## src/rtl/coin_payout_if.sv

```systemverilog
// Hopper-side bundle for the change-payout controller: payout request, tube
// status, exit sensor, eject solenoids and payout status.
interface coin_payout_if #(
  parameter int AMT_W = 6
);
  logic             req;
  logic [AMT_W-1:0] amount;
  logic             q_empty;
  logic             d_empty;
  logic             n_empty;
  logic             coin_sense;
  logic             eject_q;
  logic             eject_d;
  logic             eject_n;
  logic             busy;
  logic             done;
  logic             err;
  logic [AMT_W-1:0] remain;
  logic [AMT_W-1:0] paid;

  modport master (
    output req, amount, q_empty, d_empty, n_empty, coin_sense,
    input  eject_q, eject_d, eject_n, busy, done, err, remain, paid
  );

  modport slave (
    input  req, amount, q_empty, d_empty, n_empty, coin_sense,
    output eject_q, eject_d, eject_n, busy, done, err, remain, paid
  );
endinterface

```

## src/rtl/coin_payout.sv

```systemverilog
// Change-payout controller: greedily ejects quarters/dimes/nickels one at a
// time, waiting for the exit sensor after each coin, and flags done or err.
module coin_payout #(
  parameter int AMT_W   = 6,
  parameter int TIMEOUT = 16
) (
  input  logic          clk,
  input  logic          rst,
  coin_payout_if.slave  bus
);
  localparam int TW = $clog2(TIMEOUT + 1);

  typedef enum logic [2:0] {
    S_IDLE, S_SELECT, S_EJ_Q, S_EJ_D, S_EJ_N, S_WAIT, S_DONE, S_ERR
  } state_t;

  state_t           r_state;
  state_t           w_next;
  logic [AMT_W-1:0] r_remain;
  logic [AMT_W-1:0] r_paid;
  logic [2:0]       r_val;
  logic [TW-1:0]    r_timer;
  logic [1:0]       w_pick;

  // Pick code: 1 = quarter, 2 = dime, 3 = nickel, 0 = nothing payable.
  function automatic logic [1:0] coin_pick(input logic [AMT_W-1:0] rem,
                                           input logic qe, input logic de,
                                           input logic ne);
    logic [1:0] pick;
    pick = 2'd0;
    if (rem >= AMT_W'(5) && !qe)      pick = 2'd1;
    else if (rem >= AMT_W'(2) && !de) pick = 2'd2;
    else if (rem >= AMT_W'(1) && !ne) pick = 2'd3;
    return pick;
  endfunction

  function automatic logic [2:0] coin_val(input logic [1:0] pick);
    logic [2:0] v;
    case (pick)
      2'd1:    v = 3'd5;
      2'd2:    v = 3'd2;
      2'd3:    v = 3'd1;
      default: v = 3'd0;
    endcase
    return v;
  endfunction

  always_comb w_pick = coin_pick(r_remain, bus.q_empty, bus.d_empty, bus.n_empty);

  always_ff @(posedge clk) begin
    if (rst) r_state <= S_IDLE;
    else     r_state <= w_next;
  end

  always_comb begin
    w_next = r_state;
    case (r_state)
      S_IDLE:   if (bus.req) w_next = (bus.amount == '0) ? S_DONE : S_SELECT;
      S_SELECT: begin
        case (w_pick)
          2'd1:    w_next = S_EJ_Q;
          2'd2:    w_next = S_EJ_D;
          2'd3:    w_next = S_EJ_N;
          default: w_next = S_ERR;
        endcase
      end
      S_EJ_Q, S_EJ_D, S_EJ_N: w_next = S_WAIT;
      S_WAIT: begin
        // A coin confirmed on the last timeout cycle still counts as paid.
        if (bus.coin_sense)
          w_next = (r_remain == AMT_W'(r_val)) ? S_DONE : S_SELECT;
        else if (r_timer == TW'(TIMEOUT - 1))
          w_next = S_ERR;
      end
      S_DONE, S_ERR: w_next = S_IDLE;
      default:       w_next = S_IDLE;
    endcase
  end

  always_comb begin
    bus.busy    = (r_state != S_IDLE);
    bus.eject_q = (r_state == S_EJ_Q);
    bus.eject_d = (r_state == S_EJ_D);
    bus.eject_n = (r_state == S_EJ_N);
    bus.done    = (r_state == S_DONE);
    bus.err     = (r_state == S_ERR);
    bus.remain  = r_remain;
    bus.paid    = r_paid;
  end

  always_ff @(posedge clk) begin
    if (rst) begin
      r_remain <= '0;
      r_paid   <= '0;
      r_val    <= '0;
      r_timer  <= '0;
    end else begin
      case (r_state)
        S_IDLE: begin
          if (bus.req) begin
            r_remain <= bus.amount;
            r_paid   <= '0;
          end
        end
        S_SELECT: r_val <= coin_val(w_pick);
        S_EJ_Q, S_EJ_D, S_EJ_N: r_timer <= '0;
        S_WAIT: begin
          if (bus.coin_sense) begin
            r_remain <= r_remain - AMT_W'(r_val);
            r_paid   <= r_paid + AMT_W'(r_val);
          end else begin
            r_timer <= r_timer + TW'(1);
          end
        end
        default: ;
      endcase
    end
  end
endmodule
```

## src/flat_wrapper.sv

```systemverilog
// flat-port wrapper written by rule: the top's interface ports become plain ports
module coin_payout_flat 
#(
  parameter int AMT_W   = 6,
  parameter int TIMEOUT = 16
)
  (clk, rst, bus_req, bus_amount, bus_q_empty, bus_d_empty, bus_n_empty, bus_coin_sense, bus_eject_q, bus_eject_d, bus_eject_n, bus_busy, bus_done, bus_err, bus_remain, bus_paid);
  coin_payout_if #(.AMT_W(AMT_W)) bus_i ();
  input  logic clk;
  input  logic rst;
  input wire logic [$bits(bus_i.req)-1:0] bus_req;
  input wire logic [$bits(bus_i.amount)-1:0] bus_amount;
  input wire logic [$bits(bus_i.q_empty)-1:0] bus_q_empty;
  input wire logic [$bits(bus_i.d_empty)-1:0] bus_d_empty;
  input wire logic [$bits(bus_i.n_empty)-1:0] bus_n_empty;
  input wire logic [$bits(bus_i.coin_sense)-1:0] bus_coin_sense;
  output wire logic [$bits(bus_i.eject_q)-1:0] bus_eject_q;
  output wire logic [$bits(bus_i.eject_d)-1:0] bus_eject_d;
  output wire logic [$bits(bus_i.eject_n)-1:0] bus_eject_n;
  output wire logic [$bits(bus_i.busy)-1:0] bus_busy;
  output wire logic [$bits(bus_i.done)-1:0] bus_done;
  output wire logic [$bits(bus_i.err)-1:0] bus_err;
  output wire logic [$bits(bus_i.remain)-1:0] bus_remain;
  output wire logic [$bits(bus_i.paid)-1:0] bus_paid;
  assign bus_i.req = bus_req;
  assign bus_i.amount = bus_amount;
  assign bus_i.q_empty = bus_q_empty;
  assign bus_i.d_empty = bus_d_empty;
  assign bus_i.n_empty = bus_n_empty;
  assign bus_i.coin_sense = bus_coin_sense;
  assign bus_eject_q = bus_i.eject_q;
  assign bus_eject_d = bus_i.eject_d;
  assign bus_eject_n = bus_i.eject_n;
  assign bus_busy = bus_i.busy;
  assign bus_done = bus_i.done;
  assign bus_err = bus_i.err;
  assign bus_remain = bus_i.remain;
  assign bus_paid = bus_i.paid;
  coin_payout #(.AMT_W(AMT_W), .TIMEOUT(TIMEOUT)) u_core (.clk(clk), .rst(rst), .bus(bus_i));
endmodule
```

## config.mk

```make
export PLATFORM = sky130hd
export DESIGN_NAME = coin_payout_flat
export DESIGN_NICKNAME = d
export VERILOG_FILES = /design/src/rtl/coin_payout_if.sv /design/src/rtl/coin_payout.sv /design/src/flat_wrapper.sv
export SDC_FILE = /design/constraint.sdc
export NUM_CORES = 1
export LEC_CHECK = 0
export CORE_MARGIN = 3
export CORE_UTILIZATION = 46
export CTS_CLUSTER_SIZE = 20
export DETAILED_ROUTE_END_ITERATION = 16
export HOLD_SLACK_MARGIN = 0.12
export PLACE_DENSITY_LB_ADDON = 0.2
export REMOVE_ABC_BUFFERS = 1
export SYNTH_ARGS = -nofsm -noshare
export SYNTH_HDL_FRONTEND = slang
export SYNTH_SLANG_ARGS = --single-unit
```

## constraint.sdc

```tcl
create_clock -name clk -period 2.2 [get_ports clk]
set_clock_uncertainty 0.1 [all_clocks]
set_input_delay 0.44 -clock clk [delete_from_list [all_inputs] [get_ports clk]]
set_output_delay 0.44 -clock clk [all_outputs]
set_load 0.05 [all_outputs]
```

## Yosys cells after proc, flatten, opt, wreduce, memory -nomap -nowiden

Cells that the tools add are included.
W data, S select, Z words.

| word-level totals | value |
|---|---|
| word-level logic and storage cells | 62 |
| input port bits | 13 |
| register bits after elaboration | 23 |
| output and inout bits | 18 |

| cells by class | value |
|---|---|
| $add $sub $neg | 3 |
| muxes and demuxes | 19 |
| $lt $le $gt $ge | 3 |
| eq/ne operators | 16 |
| reductions and logical operators | 16 |

Operator list:

| cell | count |
|---|---|
| $mux W6 | 4 |
| $pmux W6 S2 | 2 |
| $pmux W3 S3 | 2 |
| $mux W3 | 5 |
| $pmux W3 S5 | 1 |
| $eq A3 B3 Y1 const B | 4 |
| $pmux W5 S2 | 1 |
| $add A6 B3 Y6 | 1 |
| $eq A3 B2 Y1 const B | 2 |
| $eq A6 B3 Y1 | 1 |
| $ge A6 B1 Y1 const B | 1 |
| $ge A6 B2 Y1 const B | 1 |
| $ge A6 B3 Y1 const B | 1 |
| $logic_not A6 Y1 | 1 |
| $mux W2 | 3 |
| $ne A2 B2 Y1 const B | 3 |
| $sub A6 B3 Y6 | 1 |
| $add A5 B1 Y5 const B | 1 |
| $eq A5 B4 Y1 const B | 1 |
| $mux W5 | 1 |
| $eq A2 B2 Y1 const B | 2 |
| $reduce_and A2 Y1 | 2 |
| $reduce_bool A2 Y1 | 2 |
| $eq A3 B1 Y1 const B | 1 |
| 9 further kinds | 13 |

## Depth between registers and ports, before layout

Gate-level depths: netlist of the first run.

| logic depth | value |
|---|---|
| depth after elaboration | 8 |
| depth in mapped cells | 7 |
| gate-level depth less buffers | 7 |

## Worst setup path after synthesis of the first run

No wires, ideal clock.

| timing | value |
|---|---|
| kind | flip-flop to flip-flop |
| start | register u_core.r_state[2] |
| end | register u_core.r_timer[3] |
| library setup time | 134 ps |
| period minus slack after synthesis | 2593 ps |
| arrival | 2359 ps |
| path buffers | 1 |
| required time | 1966 ps |
| setup slack | -393 ps |
| stages on the path, launching flop included | 6 |
| path through | dfxtp_1 clkbuf_1 nor3b_1 a211oi_1 a21oi_1 a211oi_1 |

| between the ends | value |
|---|---|
| cells in the longest elaborated chain, start to end | 4 |
| elaborated cells between the ends (all ways) | 9 |
| those cells by class | eq/ne: 5; mux: 1; reduce/logical: 3 |

RTL lines:

| item | line | RTL |
|---|---|---|
| start, declared | coin_payout.sv:17 | `state_t r_state;` |
| start signal, assigned | coin_payout.sv:52 | `else r_state <= w_next;` |
| $eq A3 B3 Y1 * | n/a |  |
| via bus_eject_n | flat_wrapper.sv:19 | `output wire logic [$bits(bus_i.eject_n)-1:0] bus_eject_n;` |
| $reduce_or A3 Y1 * | coin_payout.sv:98 | `case (r_state)` |
| $reduce_bool A2 Y1 (no source line) | n/a |  |
| $reduce_and A2 Y1 (no source line) | n/a |  |
| end signal, assigned | coin_payout.sv:112 | `r_timer <= r_timer + TW'(1);` |
| end, declared | coin_payout.sv:22 | `logic [TW-1:0] r_timer;` |

Mark *: on every way through the listed nets, which the timed path passes. The rest lies on a longest branch.
A chain may end at the register's enable or synchronous reset.

## Final worst setup path of the first run

| timing | value |
|---|---|
| start | register u_core.r_remain[5] (netlist: u_core.bus.remain[5]) |
| end | register u_core.r_state[2] |

| between the ends | value |
|---|---|
| cells in the longest elaborated chain, start to end | 8 |
| elaborated cells between the ends (all ways) | 17 |
| those cells by class | order compare: 3; eq/ne: 4; mux: 7; reduce/logical: 3 |

RTL lines:

| item | line | RTL |
|---|---|---|
| start, declared | coin_payout.sv:19 | `logic [AMT_W-1:0] r_remain;` |
| start signal, assigned | coin_payout.sv:101 | `r_remain <= bus.amount;` |
| start signal, assigned | coin_payout.sv:109 | `r_remain <= r_remain - AMT_W'(r_val);` |
| $ge A6 B1 Y1 | coin_payout.sv:33 | `else if (rem >= AMT_W'(1) && !ne) pick = 2'd3;` |
| $logic_and A1 B1 Y1 | coin_payout.sv:33 |  |
| $mux W2 | coin_payout.sv:33 |  |
| $mux W2 | coin_payout.sv:32 | `else if (rem >= AMT_W'(2) && !de) pick = 2'd2;` |
| $mux W2 | coin_payout.sv:31 | `if (rem >= AMT_W'(5) && !qe) pick = 2'd1;` |
| $eq A2 B2 Y1 or $eq A2 B1 Y1 (tied branches) | coin_payout.sv:60 | `case (w_pick)` |
| $pmux W3 S3 | coin_payout.sv:60 |  |
| $pmux W3 S5 * | coin_payout.sv:57 | `case (r_state)` |

Every way passes the cells marked *; elsewhere a longest branch is shown, timed or not.

==> results.md, run 1 <==
- Drt first pass iters: 7
- Antenna viol nets, final: 0
- Critical-path top delay cell: or4_4
- Synthesis Warnings: 0
- Global-route wire length before repair: between 7000 and 8000 um
- Placed cells: roughly 260
- Top-Level Pins: 31
- Min-delay worst type: flip-flop to flip-flop
- Worst rel slew slack: 0.6583
- Largest stage delay, worst path: about 0.43 ns
- FF+latch count, synth: 23
- Yosys top cell area share: 0.3056
- Grt ovf: 0
- GPL Wtd Cong: around 0.85
- Required @ worst endpoint: 2.35 ns
- Main combinational cell family by area after synthesis: compound AO/OA/AOI/OAI gates
- Worst Setup SP: u_core.bus.remain[5]
- RSZ-0062 raised after global routing: true
- Largest net degree at the start of global routing: 19
- Layout area overhead: 39.12%
- Post-synth top cells: 23 x dfxtp_1, 16 x nor2_1, 11 x a21oi_1
- CTS clk-pin slew, worst paths: 0.15 ns
- Minimum clock period: roughly 2.3 ns
- Residual DRC: 0
- Initial Utilization: 0.4894
- Final setup fails: 1
- Dpl hpwl: around 3400 um
- Hold_sp: u_core.bus.paid[5]
- Reg2reg start: u_core.bus.remain[5]
- TritonCTS buffer count: 3
- Final nets: 250
- Final Hold Vio Count: 0
- Crit path kind: flip-flop to flip-flop
- Max cap viols: 0
- CP Buf/Inv Count: 0
- Die X: 63.23 um
- Adder-cell share of the synthesized area: 0.1096
- Pwr per Cell Area: 1057 nW/um^2
- Post-synthesis mux area share: 0.006645
- Top routing layer in use: met4
- # Post-CTS Setup Buffers: 0
- Initial drt markers: 114
- WP data arrival: between 2 and 2.5 ns
- Leading post-synthesis cells by cell area: dfxtp_1 31%, ha_1 8.3%, nor2_1 4.0%
- Clock root buffer: clkbuf_4
- Period utilization: 1.031
- Max-slew violation total from the final report: 0
- Post-Syn Instances: about 180
- Hold WS: 0.3982 ns
- Vias per cell: just under 6
- Failing checks: setup timing
- Compound-gate portion of the synthesized area: 0.2650
- Finished Layout Cells: 268
- Synth Area in XOR/XNOR: 0.01744
- Core Rows: 20
- Total track usage: 0.2295
- DR WL met2: 2120 um
- Max IR drop VDD: 828.2 uV
- TNS Setup: -0.06769 ns
- Nature of the critical path endpoint: flip-flop
- Slew at the pin closest to its max-slew limit: 0.5118 ns
- CTS Sinks: 23
- CP top delay family: simple AND/OR/NAND/NOR gates
- Die Ht: between 60 and 70 um
- Initial antenna violation count: 0
- Max Buffers Root-to-Sink: 2
- # diodes: 0
- WL per Instance: around 16 um
- Nature of the critical path startpoint: flip-flop
- Leakage: 0.9040 nW
- Simple-gate share of the synthesized area: 0.2508
- Area of the mapped netlist: 1506 um^2
- Post-layout util: 0.6809
- # H-tree levels: 1
- Metal1 wirelength: 1807 um
- Fmax: about 440 MHz
- Port Buffers: 30
- Top_reg_cell synth: dfxtp_1
- Met3 wire length: between 200 and 300 um
- Area leader, netlist: dfxtp_1
- Power, Total: 2.216 mW
- CTS tree: done
- Vias in the first global route: 1,608
- Share of cells above drive strength 1: 0.1920
- Core Footprint: 3078 um^2
- Final WL: between 4000 and 5000 um
- Cts hold-fix bufs: 0
- Most frequent cell after synthesis: dfxtp_1
- Final WS setup: -0.06769 ns
- Crit-path max FO: 2
- Vias: 1,583
- Die area: 3997 um^2
- Netlist cell types: between 40 and 50
- Worst-skew pair later-pin latency: 0.33 ns
- CP cell instances: or3_4, or4_4, a21o_1, and2_1, ha_1, a21o_1, o21a_1
- Cell mode on critical path: a21o_1
- Sequential area share after synthesis: 0.3056
- Synth async-reset ratio: 0
- Mean Syn Cell Area: between 8 and 9 um^2
- EDFF count, synth: 0
- Status: finished with violations
==> layer usage <==
| metal | up-vias | GRT usage |
|---|---|---|
| met1 | 766 | 0.2785 |
| met5 | - | 0 |
| met2 | 52 | 0.3887 |
| met4 | 0 | 0.1051 |
| li1 | 753 | - |
| met3 | 12 | 0.04635 |
==> worst paths after layout <==
kind	to	slack [ns]	depth (start not counted)
worst max-delay path	u_core.r_state[2]	-0.07	7
worst max register to register	u_core.r_state[2]	-0.07	7
worst min register to register	u_core.bus.paid[5]	0.40	2
worst min-delay path	u_core.bus.paid[5]	0.40	2
==> state kept, by name, summed over array words and instances, names as in the netlist <==
signal and count:
u_core.bus.paid 6, u_core.bus.remain 6, u_core.r_val 3, u_core.r_timer 5, u_core.r_state 3
==> layout by cell type (no fill, tap or decap), types with 3 or more instances in the layout <==
| master | count |
|---|---|
| a21o_1 | 6 |
| nand2_1 | 8 |
| nor3_1 | 9 |
| buf_4 | 20 |
| and2_1 | 4 |
| a21oi_1 | 11 |
| inv_1 | 9 |
| o21ai_0 | 5 |
| ha_1 | 10 |
| and3_1 | 4 |
| a211oi_1 | 5 |
| dfxtp_1 | 21 |
| buf_12 | 6 |
| clkdlybuf4s50_1 | 19 |
| dlymetal6s2s_1 | 4 |
| or4_1 | 3 |
| a22oi_1 | 4 |
| nor3b_1 | 3 |
| nor2b_1 | 3 |
| nor2_1 | 16 |
| o21a_1 | 3 |
| clkbuf_4 | 3 |
==> cell type report <==
class,count,area [um^2]
flip-flops and latches,23,462.9
inverters,9,33.78
multi-input cells,138,997.2
fillers,269,982.2
clock buffers,3,22.52
clock inverters,1,5.005
well taps,44,55.05
repair buffers,50,519.2
==> metrics by stage <==
| step | setup slack, ns | instance area [um^2] |
|---|---|---|
| after detailed placement | -0.1566 | 2038 |
| after floorplan | -0.2669 | 1473 |
| after global placement | -0.1240 | 2038 |
| after CTS | -0.04737 | 2079 |
| after global routing | -0.1425 | 2096 |
| final | -0.06769 | 2096 |
==> worst min-delay path: stages, from the launching register on <==
cell	delay, ns
dfxtp_1	0.35
o31ai_1	0.07
a21boi_1	0.06
==> where the power goes <==
group / switching, mW / internal, mW
combinational: 0.742 / 0.625
sequential: 0.146 / 0.489
clock: 0.146 / 0.0683
total: 1.03 / 1.18
==> kinds of logic after synthesis <==
kind of cell | Yosys count
DFF | 23
and+or+nand+nor | 67
AOI/OAI and AO/OA | 55
adders and majority gates | 12
muxes | 1
xor gates and xnor gates | 3
buffers and inverters | 18
==> repair_timing <==
action                     in CTS  in global routing
gates cloned                    0                  0
pin swaps                       0                  1
gates resized for setup         5                  6
setup endpoints to repair       3                  7
Note: power is estimated with default switching activity, not from simulation.
==> run 2, diff against run 1 <==
--- a/config.mk
+++ b/config.mk
@@ -5,6 +5,7 @@
 export SDC_FILE = /design/constraint.sdc
 export NUM_CORES = 1
 export LEC_CHECK = 0
+export ABC_AREA = 0
 export CORE_MARGIN = 3
 export CORE_UTILIZATION = 46
 export CTS_CLUSTER_SIZE = 20
@@ -12,6 +13,7 @@
 export HOLD_SLACK_MARGIN = 0.12
 export PLACE_DENSITY_LB_ADDON = 0.2
 export REMOVE_ABC_BUFFERS = 1
+export SKIP_LAST_GASP = 1
 export SYNTH_ARGS = -nofsm -noshare
 export SYNTH_HDL_FRONTEND = slang
 export SYNTH_SLANG_ARGS = --single-unit
==> results.md, run 2 (synthesized netlist as in run 1, its figures left out) <==
- Dpl hpwl: around 3400 um
- Leakage: between 0.8 and 0.9 nW
- Power, Total: 2.220 mW
- Fmax: 441.3 MHz
- Worst Setup SP: u_core.bus.remain[5]
- Max cap viols: 0
- Placed cells: 264
- Nature of the critical path startpoint: flip-flop
- Core Footprint: 3078 um^2
- GPL Wtd Cong: between 0.8 and 0.9
- Final nets: 250
- Total track usage: 0.2295
- FF-to-FF End: u_core.r_state[2]
- CP cell instances: or3_4, or4_4, a21o_1, and2_1, ha_1, a21o_1, o21a_1
- Logic pwr share: 0.618
- Status: finished with violations
- Worst rel slew slack: 0.6616
- Share of cells above drive strength 1: 0.1920
- R2R depth: 7
- TNS Setup: -0.06590 ns
- Post-route cell area: 2097 um^2
- Nature of the critical path endpoint: flip-flop
- Final WS setup: -0.06590 ns
- Commonest non-fill, non-tap cell in the layout: dfxtp_1
- Max Buffers Root-to-Sink: 2
- # diodes: 0
- CTS tree: done
- Failing checks: setup timing
- Slew at the pin closest to its max-slew limit: 0.5061 ns
- Dpl ws: -0.1566 ns
- Initial Utilization: 0.4894
- Drt first pass iters: 7
- Reg2reg start: u_core.bus.remain[5]
- Cell mode on critical path: a21o_1
- Core Rows: 20
- Crit. path cell count: 7
- Post-layout util: 0.6813
- Crit path kind: flip-flop to flip-flop
- Pwr per Cell Area: 1059 nW/um^2
- Die area: between 3000 and 4000 um^2
- Largest net degree at the start of global routing: 19
- Minimum clock period: 2.266 ns
- End of the critical path: u_core.r_state[2]
- Sw frac: 0.4657
- Min-delay worst type: flip-flop to flip-flop
- CP top delay family: simple AND/OR/NAND/NOR gates
- # Post-CTS Setup Buffers: 0
- Finished Layout Cells: 268
- Global-route wire length before repair: 7500 um
- Vias in the first global route: 1,608
- Largest stage delay, worst path: 0.43 ns
- Clk pwr share: 0.097
- Max IR drop VDD: 825.7 uV
- Grt ovf: 0
- Residual DRC: 0
- Crit-path max FO: 2
- Sw power: 1.034 mW
- Critical-path top delay cell: or4_4
- Required @ worst endpoint: between 2 and 2.5 ns
- WP data arrival: 2.41 ns
- Commonest cells after routing, fill and taps aside: 21 x dfxtp_1, 20 x clkdlybuf4s50_1, 20 x buf_4
- Internal power: 1.186 mW
- Period utilization: 1.030
- Clock root buffer: clkbuf_4
- Port Buffers: 30
- WL per Instance: 16.05 um
- Die X: 63.23 um
- Flop2flop setup slack: -0.07 ns
- Die Ht: 63.23 um
- Post-Place Cell Area: 2038 um^2
- Initial antenna violation count: 0
- RSZ-0062 raised after global routing: true
- Seq pwr share: 0.286
- Worst-skew pair later-pin latency: between 0.3 and 0.4 ns
- # H-tree levels: 1
- Top-Level Pins: 31
- Final WL: 4302 um
- Max-slew violation total from the final report: 0
- Vias per cell: 5.854
- Final Hold Vio Count: 0
- Antenna viol nets, final: 0
- TritonCTS buffer count: 3
- Cts hold-fix bufs: 0
- Layout area overhead: 39.20%
- CTS clk-pin slew, worst paths: 0.14 ns
- Vias: 1,569
- Final setup fails: 1
- CTS Sinks: 23
- CP Buf/Inv Count: 0
- Hold WS: 0.3981 ns
- Initial drt markers: 94
[run 2: changes by cell type in the layout (fill, tap and decap cells not counted)]
| cell | delta |
|---|---|
| dlygate4sd2_1 | -1 |
| clkdlybuf4s50_1 | +1 |
[run 2: final cells by class]
class / instances / area [um^2]
multi-input cells: 138 / 997.2
fillers: 267 / 980.9
repair buffers: 50 / 520.5
flip-flops and latches: 23 / 462.9
well taps: 44 / 55.05
inverters: 9 / 33.78
clock buffers: 3 / 22.52
clock inverters: 1 / 5.005
[run 2: how the worst min path moves through the flow]
stage / from / end / depth (start not counted)
after floorplan: u_core.r_timer[3] / u_core.r_timer[3] / 1
after global placement: u_core.r_timer[3] / u_core.r_timer[3] / 1
after detailed placement: u_core.r_timer[3] / u_core.r_timer[3] / 1
after CTS: u_core.r_timer[3] / u_core.r_timer[3] / 1
after global routing: u_core.r_timer[3] / u_core.r_timer[3] / 1
final: u_core.bus.paid[5] / u_core.bus.paid[5] / 2
[run 2: layer usage]
metal / global-route usage / vias to the layer above / part of all wire
li1: - / 754 / -
met2: 0.3887 / 48 / 0.49
met3: 0.04635 / 10 / 0.058
met4: 0.1051 / 0 / 0.026
met1: 0.2785 / 757 / 0.42
met5: 0 / - / 0
[run 2: power groups by stage]
stage	logic, mW	registers (mW)	clock network [mW]
4_1_cts	1.37	0.629	0.219
2_1_floorplan	0.706	0.705	0
5_1_grt	1.49	0.649	0.237
6_report	1.37	0.634	0.214
3_5_place_dp	1.34	0.634	0
3_3_place_gp	1.31	0.621	0
[run 2: tightest hold or removal path: stages (launching register included)]
cell and delay (ns):
dfxtp_1 0.35, o31ai_1 0.07, a21boi_1 0.06
[run 2: repair_timing]
| item | CTS | global route |
|---|---|---|
| hold endpoints to repair | 0 | 0 |
| cloned | 0 | 0 |
| gates resized for setup | 4 | 6 |
| endpoints found under the setup margin | 3 | 8 |
| pin swaps | 0 | 1 |
